## config.mk

```make
export PLATFORM = sky130hd
export DESIGN_NAME = light_conflict_monitor
export DESIGN_NICKNAME = d
export VERILOG_FILES = /design/src/rtl/light_conflict_monitor.sv
export SDC_FILE = /design/constraint.sdc
export NUM_CORES = 1
export LEC_CHECK = 0
export ABC_CLOCK_PERIOD_IN_PS = 3000
export CORE_MARGIN = 3
export CORE_UTILIZATION = 40
export DETAILED_ROUTE_END_ITERATION = 12
export GPL_TIMING_DRIVEN = 0
export MAX_ROUTING_LAYER = met4
export SLEW_MARGIN = 10
export SYNTH_ARGS = -nofsm -noshare
export SYNTH_HDL_FRONTEND = slang
export SYNTH_SLANG_ARGS = --single-unit
export TNS_END_PERCENT = 100
```

## constraint.sdc

```tcl
create_clock -name clk -period 3 [get_ports clk]
set_clock_uncertainty 0.15 [all_clocks]
set_input_delay 0.9 -clock clk [delete_from_list [all_inputs] [get_ports clk]]
set_output_delay 0.9 -clock clk [all_outputs]
set_load 0.1 [all_outputs]
```

## src/rtl/light_conflict_monitor.sv

```systemverilog
// Traffic-light conflict monitor: latches the first safety violation, counts violating cycles, drives flash.
// Optional LCM_FLASH_TOGGLE_EN: flash toggles every FLASH_HALF cycles while faulted (else flash = fault).
package light_package;
    typedef enum logic [1:0] {
        RED    = 2'd0,
        YELLOW = 2'd1,
        GREEN  = 2'd2
    } color_t;
endpackage

module light_conflict_monitor
    import light_package::*;
#(
    parameter int YEL_MIN    = 2,
    parameter int CLR_MIN    = 1,
    parameter int FLASH_HALF = 4
) (
    input  logic       clk,
    input  logic       reset_n,
    input  logic [1:0] e_str_light,
    input  logic [1:0] w_str_light,
    input  logic [1:0] e_left_light,
    input  logic [1:0] w_left_light,
    input  logic [1:0] ns_light,
    input  logic       clear_fault,
    output logic       fault,
    output logic [2:0] fault_code,
    output logic [7:0] fault_cnt,
    output logic       flash
);

    localparam int YW = (YEL_MIN < 1) ? 1 : $clog2(YEL_MIN + 1);
    localparam int CW = (CLR_MIN < 1) ? 1 : $clog2(CLR_MIN + 1);
    localparam logic [YW-1:0] YEL_SAT = YW'(YEL_MIN);
    localparam logic [CW-1:0] CLR_SAT = CW'(CLR_MIN);

    // Light index order: 0 e_str, 1 w_str, 2 e_left, 3 w_left, 4 ns
    logic [1:0]    cur  [5];
    logic [1:0]    prev [5];
    logic [YW-1:0] run  [5];
    logic [CW-1:0] allred_cnt;

    logic [4:0] active;
    logic       all_red;
    logic       legal_set;
    logic       v_conf, v_g2r, v_yshort, v_seq, v_noclr, v_inv;
    logic [2:0] viol;
    logic       latch;
    logic       fault_next;

    assign cur[0] = e_str_light;
    assign cur[1] = w_str_light;
    assign cur[2] = e_left_light;
    assign cur[3] = w_left_light;
    assign cur[4] = ns_light;

    always_comb begin
        active   = '0;
        all_red  = 1'b1;
        v_g2r    = 1'b0;
        v_yshort = 1'b0;
        v_seq    = 1'b0;
        v_noclr  = 1'b0;
        v_inv    = 1'b0;
        for (int unsigned i = 0; i < 5; i++) begin
            if (cur[i] == YELLOW || cur[i] == GREEN) active[i] = 1'b1;
            if (cur[i] != RED) all_red = 1'b0;
            if (cur[i] == 2'd3) begin
                v_inv = 1'b1;
            end else if (prev[i] != 2'd3) begin
                // Transition checks only apply between two valid colours
                if (prev[i] == GREEN && cur[i] == RED) v_g2r = 1'b1;
                if (prev[i] == YELLOW && cur[i] == RED && run[i] < YEL_SAT) v_yshort = 1'b1;
                if ((prev[i] == RED && cur[i] == YELLOW) ||
                    (prev[i] == YELLOW && cur[i] == GREEN)) v_seq = 1'b1;
                if (prev[i] == RED && cur[i] == GREEN && allred_cnt < CLR_SAT) v_noclr = 1'b1;
            end
        end
        legal_set = ((active & ~5'b00011) == 5'b0) ||
                    ((active & ~5'b00101) == 5'b0) ||
                    ((active & ~5'b01010) == 5'b0) ||
                    ((active & ~5'b01100) == 5'b0) ||
                    ((active & ~5'b10000) == 5'b0);
        v_conf = !legal_set;
    end

    always_comb begin
        viol = 3'd0;
        if      (v_conf)   viol = 3'd1;
        else if (v_g2r)    viol = 3'd2;
        else if (v_yshort) viol = 3'd3;
        else if (v_seq)    viol = 3'd4;
        else if (v_noclr)  viol = 3'd5;
        else if (v_inv)    viol = 3'd6;
    end

    always_comb begin
        latch      = (viol != 3'd0) && (!fault || clear_fault);
        fault_next = latch || (fault && !clear_fault);
    end

    always_ff @(posedge clk or negedge reset_n) begin
        if (!reset_n) begin
            for (int unsigned i = 0; i < 5; i++) begin
                prev[i] <= RED;
                run[i]  <= '0;
            end
            allred_cnt <= CLR_SAT;
        end else begin
            for (int unsigned i = 0; i < 5; i++) begin
                prev[i] <= cur[i];
                if (cur[i] == YELLOW)
                    run[i] <= (run[i] == YEL_SAT) ? run[i] : run[i] + 1'b1;
                else
                    run[i] <= '0;
            end
            if (all_red)
                allred_cnt <= (allred_cnt == CLR_SAT) ? allred_cnt : allred_cnt + 1'b1;
            else
                allred_cnt <= '0;
        end
    end

    always_ff @(posedge clk or negedge reset_n) begin
        if (!reset_n) begin
            fault      <= 1'b0;
            fault_code <= '0;
            fault_cnt  <= '0;
        end else begin
            fault <= fault_next;
            if (latch)
                fault_code <= viol;
            else if (!fault_next)
                fault_code <= '0;
            if (viol != 3'd0 && fault_cnt != '1)
                fault_cnt <= fault_cnt + 1'b1;
        end
    end

`ifdef LCM_FLASH_TOGGLE_EN
    localparam int FW = (FLASH_HALF > 1) ? $clog2(FLASH_HALF) : 1;
    localparam logic [FW-1:0] FH_LAST = FW'(FLASH_HALF - 1);

    logic [FW-1:0] flash_cnt;
    logic          flash_q;

    always_ff @(posedge clk or negedge reset_n) begin
        if (!reset_n) begin
            flash_q   <= 1'b0;
            flash_cnt <= '0;
        end else if (latch) begin
            flash_q   <= 1'b1;
            flash_cnt <= '0;
        end else if (fault_next) begin
            if (flash_cnt == FH_LAST) begin
                flash_cnt <= '0;
                flash_q   <= ~flash_q;
            end else begin
                flash_cnt <= flash_cnt + 1'b1;
            end
        end else begin
            flash_q   <= 1'b0;
            flash_cnt <= '0;
        end
    end

    assign flash = flash_q;
`else
    assign flash = fault;
`endif

endmodule

```

# == Word-level counts from Yosys, hierarchy flattened ==
# Cells that the tools add are included.
# totals
ramBits,0
mem_count,0
regBits,33
elab_cells,241
out_inout_bits,13
latch_bits,0
input_bits,13
rom_bits,0
# classes
order_cmp,6
add_sub_neg,7
multipliers,0
shift,0
eq_ne,42
n_div,0
mux,95
reduce_logical,77
bitwise_logic,0
# op_table
operator,count
$mux 1,77
$eq 2x2->1 const B,20
$logic_and 1x1->1,38
$logic_not 5->1,5
$mux 3,8
$ne 2x2->1 const B,11
$eq 2x1->1 const B,10
$logic_not 2->1,10
$mux 2,10
$logic_or 1x1->1,16
$add 2x1->2 const B,5
$lt 2x2->1 const B,5
$reduce_bool 2->1,5
$add 8x1->8 const B,1
$ne 8x8->1 const B,1
$reduce_bool 3->1,1
$logic_not 1->1,2
$add 1x1->1 const B,1
$lt 1x1->1 const B,1

# == Logic depth before layout (Yosys ltp) ==
# Gate-level depths: netlist of the first run.
# depth
word_depth,28
depth_mapped,8
ltp_nobuf,8

# == Least setup slack after synthesis of the first run ==
# OpenSTA, ideal clock, no wires.
# synth_timing
path_type,input to register
from,input port w_str_light[0]
to,register fault_cnt[1]
path_buffers,0
arrival_ns,2.712
t_required_ns,2.724
path_stages,8
setup_slack_ns,0.012
setup_time_ns,0.126
cell_sequence,inv_1 -> ha_1 -> mux2_1 -> a222oi_1 -> nand2_1 -> nor4_4 -> a21boi_2 -> mux2_4
# synth_via
elab_chain_cells,22
word_cells_on_any_way,81
cone_classes,eq/ne: 3; mux: 59; reduce/logical: 19
# synth_rtl
item,line,text
from (decl),21,"input logic [1:0] w_str_light,"
$eq 2x2->1,"66, 75, 76",
$logic_and 1x1->1 (2 in a row),76,if (prev[i] == RED && cur[i] == GREEN && allred_cnt < CLR_SAT) v_noclr = 1'b1;
$mux 1,76,
$mux 1,70,end else if (prev[i] != 2'd3) begin
$mux 1,68,if (cur[i] == 2'd3) begin
$mux 1,76,
$mux 1,70,
$mux 1,68,
[5 not listed],-,
$mux 1,68,
$mux 3,93,else if (v_noclr) viol = 3'd5;
$mux 3,92,else if (v_seq) viol = 3'd4;
$mux 3,91,else if (v_yshort) viol = 3'd3;
$mux 3,90,else if (v_g2r) viol = 3'd2;
$mux 3 *,89,if (v_conf) viol = 3'd1;
$reduce_bool 3->1 *,135,if (viol != 3'd0 && fault_cnt != '1)
$logic_and 1x1->1 *,135,
to (signal assigned),136,fault_cnt <= fault_cnt + 1'b1;
to (decl),28,"output logic [7:0] fault_cnt,"
# Every way passes the cells marked *; elsewhere a longest branch is shown, timed or not.
# A chain may end at the register's enable or synchronous reset.

# == Worst setup path after layout of the first run ==
# layout_timing
from,register fault
to,output port flash
# layout_lines
item,line,text
from (decl),26,"output logic fault,"
from (signal assigned),130,fault <= fault_next;
to (decl),29,output logic flash
# No word-level cell between the ends.

==> results.md, run 1 <==
* Achievable frequency at 341 MHz
* Starting Density at 0.418
* Sum of negative setup slack at 0 ns
* Final weighted congestion of routability-driven global placement at 0.763
* Average footprint of a synthesized cell at 10.5 sq um
* Highest-count cells in the layout ignoring fill and taps: 32 x sky130_fd_sc_hd__dfrtp_1, 25 x sky130_fd_sc_hd__ha_1, 19 x sky130_fd_sc_hd__inv_1
* Vias in the first global route at 1,488
* Area growth from synthesis to final layout at 24.7%
* Final setup violation count at 0
* GR met3 Demand/Resource at 0.0446
* Fraction of final layout cells sized beyond drive strength 1 at 0.155
* Critical Path Sink Type: output port
* Cell area after layout at 0.00249 sq mm
* Count of pins over their slew limit at 0
* Largest net degree at the start of global routing at 34
* Max H-tree Level at 2
* Number of vias in the routed layout at roughly 1,500
* GRT Max-Usage Layer: met2
* Initial antenna violation count at 0
* Switching share of total power at 0.477
* Slew headroom at 0.355
* Max IR drop VDD at 0.452 mV
* Critical path data arrival time at 1.89 ns
* Worst path required time at 1.95 ns
* Clock buffer count from CTS at 5
* Synthesized net count at 229
* Final clock period utilization by the worst path at 0.979
* Switching power total at ~0.86 mW
* Global-route met2 utilization at 0.224
* Most common cell after layout, fill and taps aside: sky130_fd_sc_hd__dfrtp_1
* Tot GR Track Use at 0.146
* Instance area after placement at 0.00233 sq mm
* Die ar. at 0.00588 sq mm
* I/O pin count at 26
* Final Hold Violating Endpoints at 0
* Nets@finish at 270
* Detailed Route Iter0 Violations at 60
* Clock power frac at 0.177
* Cell at the root of the clock tree: sky130_fd_sc_hd__clkbuf_8
* Status: completed
* Final ANT Viol Nets at 0
* Worst-margin pin slew at 0.964 ns
* Critical Path Fanout Max at 4
* CP startpoint kind: register
* Unrepaired setup endpoints after global routing: false
* Count of warnings emitted by yosys at 0
* Number of enable flip-flop cells after synthesis at 0
* Number of vias per cell at 4.92
* Clock transition time at the flip-flop clock pins of the worst setup and hold paths at roughly 0.06 ns
* Number of design rule violations left after detail routing at 0
* Number of standard cells after synthesis at 190
* Clock network latency to the later pin of the worst-skew pair at around 0.29 ns
* Proportion of synthesized chip area in sequential cells at 0.414
* Combinational fraction of design power at 0.486
* Core area at between 0.004 and 0.005 sq mm
* Post-synthesis cell area at 0.00200 sq mm
* Total Routed Length at between 3 and 4 mm
* Setup Crit Path Kind: register to output port
* Total global routing overflow at 0
* Sum of internal, switching and leakage power at 1.79 mW
* Power Density at ~720 mW/mm^2
* Width of the die at approximately 77 microns
* Fraction of the core area covered by cells at the end of the flow at 0.521
* Minimum clock period after layout at 2.94 ns
* Dominant register cell in the synthesized netlist: sky130_fd_sc_hd__dfrtp_1
* First-pass GRT wire length at between 6 and 7 mm
* Number of maximum-capacitance violations at 0
* Number of register bits inferred by synthesis at 33
* Hold WS at 0.316 ns
* DR pass1 iterations at 4
* HPWL reported at the end of detailed placement at 2.79 mm
* WL per Instance at 12.3 microns
* Share of total power in sequential cells at 0.338
* PortBufs at 25
* Antenna diode instance count at 0
* Async set-or-reset flop fraction in the synthesized netlist at 1.00
* GRT met1 Usage at 0.173
* Number of hold buffers added after CTS at 0
* Internal portion of total power at 0.937 mW
* Buffer levels on the longest clock path at 2
* Hold Path Class: register to register
* Clock Sinks at 33
* Total number of placement rows at 25
* Die Ht at 76.7 microns
* Count of different cell masters after synthesis at 40
* TritonCTS clock tree: yes
* Total leakage power at 1.17 nW
critical path: stages (launching register included):
cell	delay, ns
sky130_fd_sc_hd__dfrtp_1	0.37
sky130_fd_sc_hd__buf_4	0.11
sky130_fd_sc_hd__clkdlybuf4s50_1	1.11
synth_stat cells, types with 3 or more instances:
cell | count | area (sq um)
sky130_fd_sc_hd__xor2_1 | 6 | 52.6
sky130_fd_sc_hd__xnor2_1 | 5 | 43.8
sky130_fd_sc_hd__mux2_2 | 4 | 45.0
sky130_fd_sc_hd__ha_1 | 26 | 325
sky130_fd_sc_hd__nor4bb_1 | 4 | 40.0
sky130_fd_sc_hd__inv_1 | 19 | 71.3
sky130_fd_sc_hd__nand2_1 | 12 | 45.0
sky130_fd_sc_hd__nand4_1 | 4 | 25.0
sky130_fd_sc_hd__dfrtp_1 | 32 | 801
sky130_fd_sc_hd__a31oi_1 | 3 | 18.8
sky130_fd_sc_hd__o21ai_0 | 5 | 25.0
sky130_fd_sc_hd__nand3_1 | 7 | 35.0
sky130_fd_sc_hd__nor2_1 | 9 | 33.8
sky130_fd_sc_hd__a21oi_1 | 7 | 35.0
sky130_fd_sc_hd__nand4b_1 | 4 | 35.0
sky130_fd_sc_hd__nand2b_1 | 3 | 18.8
sky130_fd_sc_hd__and2_1 | 10 | 62.6
registers in the layout, indices dropped and copies added (netlist names):
register and cells:
allred_cnt 1, fault 1, fault_cnt 8, fault_code 3, prev 10, run 10
through the flow:
stage | std cells | setup WS [ns]
2_1_floorplan | 190 | 0.0118
3_3_place_gp | 282 | -0.887
3_5_place_dp | 282 | -0.910
4_1_cts | 298 | 0.00338
5_1_grt | 299 | 0.0000220
6_report | 299 | 0.0643
layer usage:
layer | wire length, microns | vias to the layer above | part of all wire
li1 | - | 746 | -
met1 | 1780 | 694 | 0.48
met2 | 1700 | 25 | 0.46
met3 | 130 | 5 | 0.035
met4 | 57 | 0 | 0.016
met5 | 0 | - | 0
cells by family after synthesis:
kind of cell / share of synthesized area
flops: 0.414
simple gates: 0.210
compound gates: 0.0845
fa+ha+maj: 0.163
mux: 0.0413
buf+inv: 0.0395
xor+xnor: 0.0482
power by group through the flow:
stage | Combinational, mW | Clock (mW) | Sequential [mW]
after global routing | 0.922 | 0.357 | 0.622
after floorplan | 0.214 | 0 | 1.04
final | 0.871 | 0.317 | 0.605
after CTS | 0.877 | 0.334 | 0.607
after detailed placement | 0.858 | 0 | 0.614
after global placement | 0.854 | 0 | 0.614
area by class of cell:
class	count	area (sq um)
flip-flops and latches	33	827
clock buffers	8	80.1
fillers	458	2290
multi-input cells	137	1110
inverters	19	71.3
repair buffers	34	309
plain buffers	1	7.51
well taps	67	83.8
path summary, 6_finish.rpt:
kind	from	end	slack [ns]	cells past startpoint
max	fault$_DFF_PN0_	flash	0.06	2
min	fault_code[2]$_DFFE_PN0P_	fault_code[2]$_DFFE_PN0P_	0.32	2
max reg2reg	prev[6]$_DFF_PN0_	fault_cnt[6]$_DFFE_PN0P_	0.70	8
min reg2reg	fault_code[2]$_DFFE_PN0P_	fault_code[2]$_DFFE_PN0P_	0.32	2
max in group asynchronous	reset_n	run[3]$_DFFE_PN0P_	1.70	1
min in group asynchronous	reset_n	fault_cnt[5]$_DFFE_PN0P_	0.52	1
timing repair:
item | CTS | global route
setup endpoints to repair | 11 | 10
pin swaps | 6 | 2
setup buffers | 8 | 1
gates resized for setup | 17 | 9
cloned | 0 | 0
endpoints found under the hold margin | 0 | 0
Note: power is estimated with default switching activity, not from simulation.
==> inputs of run 2 (changes only) <==
- CELL_PAD_IN_SITES_DETAIL_PLACEMENT: not set -> 0
- CELL_PAD_IN_SITES_GLOBAL_PLACEMENT: not set -> 1
- CORE_ASPECT_RATIO: not set -> 1.25
- GPL_TIMING_DRIVEN: 0 -> not set
- PLACE_DENSITY_LB_ADDON: not set -> 0.1
==> run 2 against run 1 <==
Via count rose by 12%. Setup slack improved by 0.013 ns. Fmax up 0.45%. Power grew 4.2%. Largest power group unchanged.
==> results.md, run 2 (synthesized netlist as in run 1, its figures left out) <==
* Status: completed
* Cell at the root of the clock tree: sky130_fd_sc_hd__clkbuf_8
* Wire length on met1 at 1.90 mm
* Cells along the critical path: dlygate4sd2_1 -> inv_1 -> ha_1 -> mux2_2 -> a222oi_1 -> buf_4 -> nand2_2 -> nor4_4 -> buf_4 -> a21boi_2 -> mux2_4
* Number of maximum-capacitance violations at 0
* Nets@finish at 304
* Max H-tree Level at 2
* Final ANT Viol Nets at 0
* Post-place setup slack at -0.688 ns
* Die Ht at 85.0 microns
* Fraction of the core area covered by cells at the end of the flow at 0.593
* Registers with the most flip-flops: prev: 10 flops, run: 10 flops, fault_cnt: 8 flops
* TritonCTS clock tree: yes
* Worst path required time at between 3 and 4 ns
* WL per Instance at 14.5 microns
* Highest-count cells in the layout ignoring fill and taps: 57 x sky130_fd_sc_hd__buf_4, 32 x sky130_fd_sc_hd__dfrtp_1, 20 x sky130_fd_sc_hd__ha_1
* Critical Path Sink Type: register
* Power Density at 661 mW/mm^2
* Register cell area after layout at 827 sq um
* Worst-margin pin slew at 0.447 ns
* Final setup violation count at 0
* CP startpoint kind: input pin
* Fraction of final layout cells sized beyond drive strength 1 at 0.370
* Delay contributed by the slowest stage of the critical path at 0.29 ns
* Hold Path Class: register to register
* Tot GR Track Use at 0.173
* Met2 Routed Length at 2.58 mm
* Total Routed Length at 4.71 mm
* Initial antenna violation count at 0
* Achievable frequency at about 340 MHz
* Vias in the first global route at between 1,500 and 2,000
* Number of design rule violations left after detail routing at 0
* Final clock period utilization by the worst path at 0.974
* DR pass1 iterations at 4
* Number of vias in the routed layout at 1,645
* Clock buffer count from CTS at 5
* Buffer levels on the longest clock path at 2
* Clock network latency to the later pin of the worst-skew pair at 0.29 ns
* PortBufs at 25
* Largest net degree at the start of global routing at 34
* Setup Crit Path Kind: input pin to register
* Max IR drop VDD at approximately 0.31 mV
* Critical Path Fanout Max at 5
* Final Hold Violating Endpoints at 0
* Count of pins over their slew limit at 0
* Final weighted congestion of routability-driven global placement at 0.798
* Critical path data arrival time at between 2 and 3 ns
* I/O pin count at 26
* Minimum clock period after layout at 2.92 ns
* Total number of placement rows at 28
* Fillers at 426
* Clock Sinks at 33
* Slowest stage cell on the critical path: sky130_fd_sc_hd__mux2_4
* Unrepaired setup endpoints after global routing: false
* HPWL reported at the end of detailed placement at 3.49 mm
* Starting Density at 0.419
* Clock transition time at the flip-flop clock pins of the worst setup and hold paths at around 0.070 ns
* First-pass GRT wire length at 7.96 mm
* Total leakage power at approximately 1.3 nW
* Cell seen most often among critical-path stages: sky130_fd_sc_hd__buf_4
* Most common cell after layout, fill and taps aside: sky130_fd_sc_hd__buf_4
* Number of vias per cell at just over 5
* Slew headroom at 0.702
* Highest metal layer with signal wires: met4
* Total global routing overflow at 0
* Area growth from synthesis to final layout at 41.4%
* Die ar. at 0.00588 sq mm
* Width of the die at 69.2 microns
* Combined area of the multi-input logic cells at 0.00123 sq mm
* Sum of internal, switching and leakage power at roughly 1.9 mW
* Core area at roughly 0.0048 sq mm
* Met3 Wirelength at 171 microns
* Detailed Route Iter0 Violations at 69
* Antenna diode instance count at 0
* PnR worst setup slack at around 0.077 ns
==> run 2: final timing paths <==
check                                     startpoint  depth (start not counted)                   endpoint  slack (ns)
max                                  e_left_light[0]                         11   fault_cnt[1]$_DFFE_PN0P_        0.08
max in group asynchronous                    reset_n                          2       allred_cnt$_DFF_PN1_        1.49
min reg2reg                fault_code[2]$_DFFE_PN0P_                          2  fault_code[2]$_DFFE_PN0P_        0.33
min                        fault_code[2]$_DFFE_PN0P_                          2  fault_code[2]$_DFFE_PN0P_        0.33
max reg2reg                        prev[6]$_DFF_PN0_                          8   fault_cnt[1]$_DFFE_PN0P_        0.67
min in group asynchronous                    reset_n                          2   fault_cnt[0]$_DFFE_PN0P_        0.87
==> run 2: layer usage <==
layer	vias to the layer above	GRT usage
met5	-	-
met4	0	0.0622
met3	6	0.0367
met2	30	0.303
met1	800	0.193
li1	809	-
==> run 2: layout make-up <==
class                      instances  share of cell area
multi-input combinational        137               0.434
sequential                        33               0.293
timing repair buffer              69               0.191
clock buffer                       7              0.0306
tap                               60              0.0266
inverter                          19              0.0252
==> run 2: critical path, delay by kind of cell <==
family | cells | cell delay, ns
AOI/OAI and AO/OA | 2 | 0.34
adders and majority gates | 1 | 0.21
buffers and inverters | 4 | 0.72
muxes | 2 | 0.56
and+or+nand+nor | 2 | 0.21
==> run 2: report_power, final <==
part           switching (mW)  internal [mW]  total, mW
Sequential             0.0877          0.522      0.610
Combinational           0.643          0.272      0.915
Clock                   0.161          0.182      0.343
Total                   0.891          0.977       1.87
==> run 2: through the flow <==
step           std cells  cell area, sq um  TNS (ns)  hold slack, ns
5_1_grt              325              2830         0           0.363
3_3_place_gp         314              2580     -5.70           0.306
2_1_floorplan        190              2000         0           0.419
3_5_place_dp         314              2580     -6.75           0.316
4_1_cts              323              2700         0           0.332
6_report             325              2830         0           0.326
==> run 2: what timing repair did <==
action / 4_1_cts / 5_1_grt
setup endpoints to repair: 11 / 11
resized for setup: 11 / 28
hold buffers: 0 / 0
gates cloned: 0 / 0
pin swaps: 5 / 7
hold endpoints to repair: 0 / 0
buffers inserted: 2 / 2
==> inputs of run 3 (changes only) <==
- ABC_CLOCK_PERIOD_IN_PS: 3000 -> not set
- SLEW_MARGIN: 10 -> not set
==> results of run 3 <==
The final DEF is identical to that of run 2; final timing and power are the same.
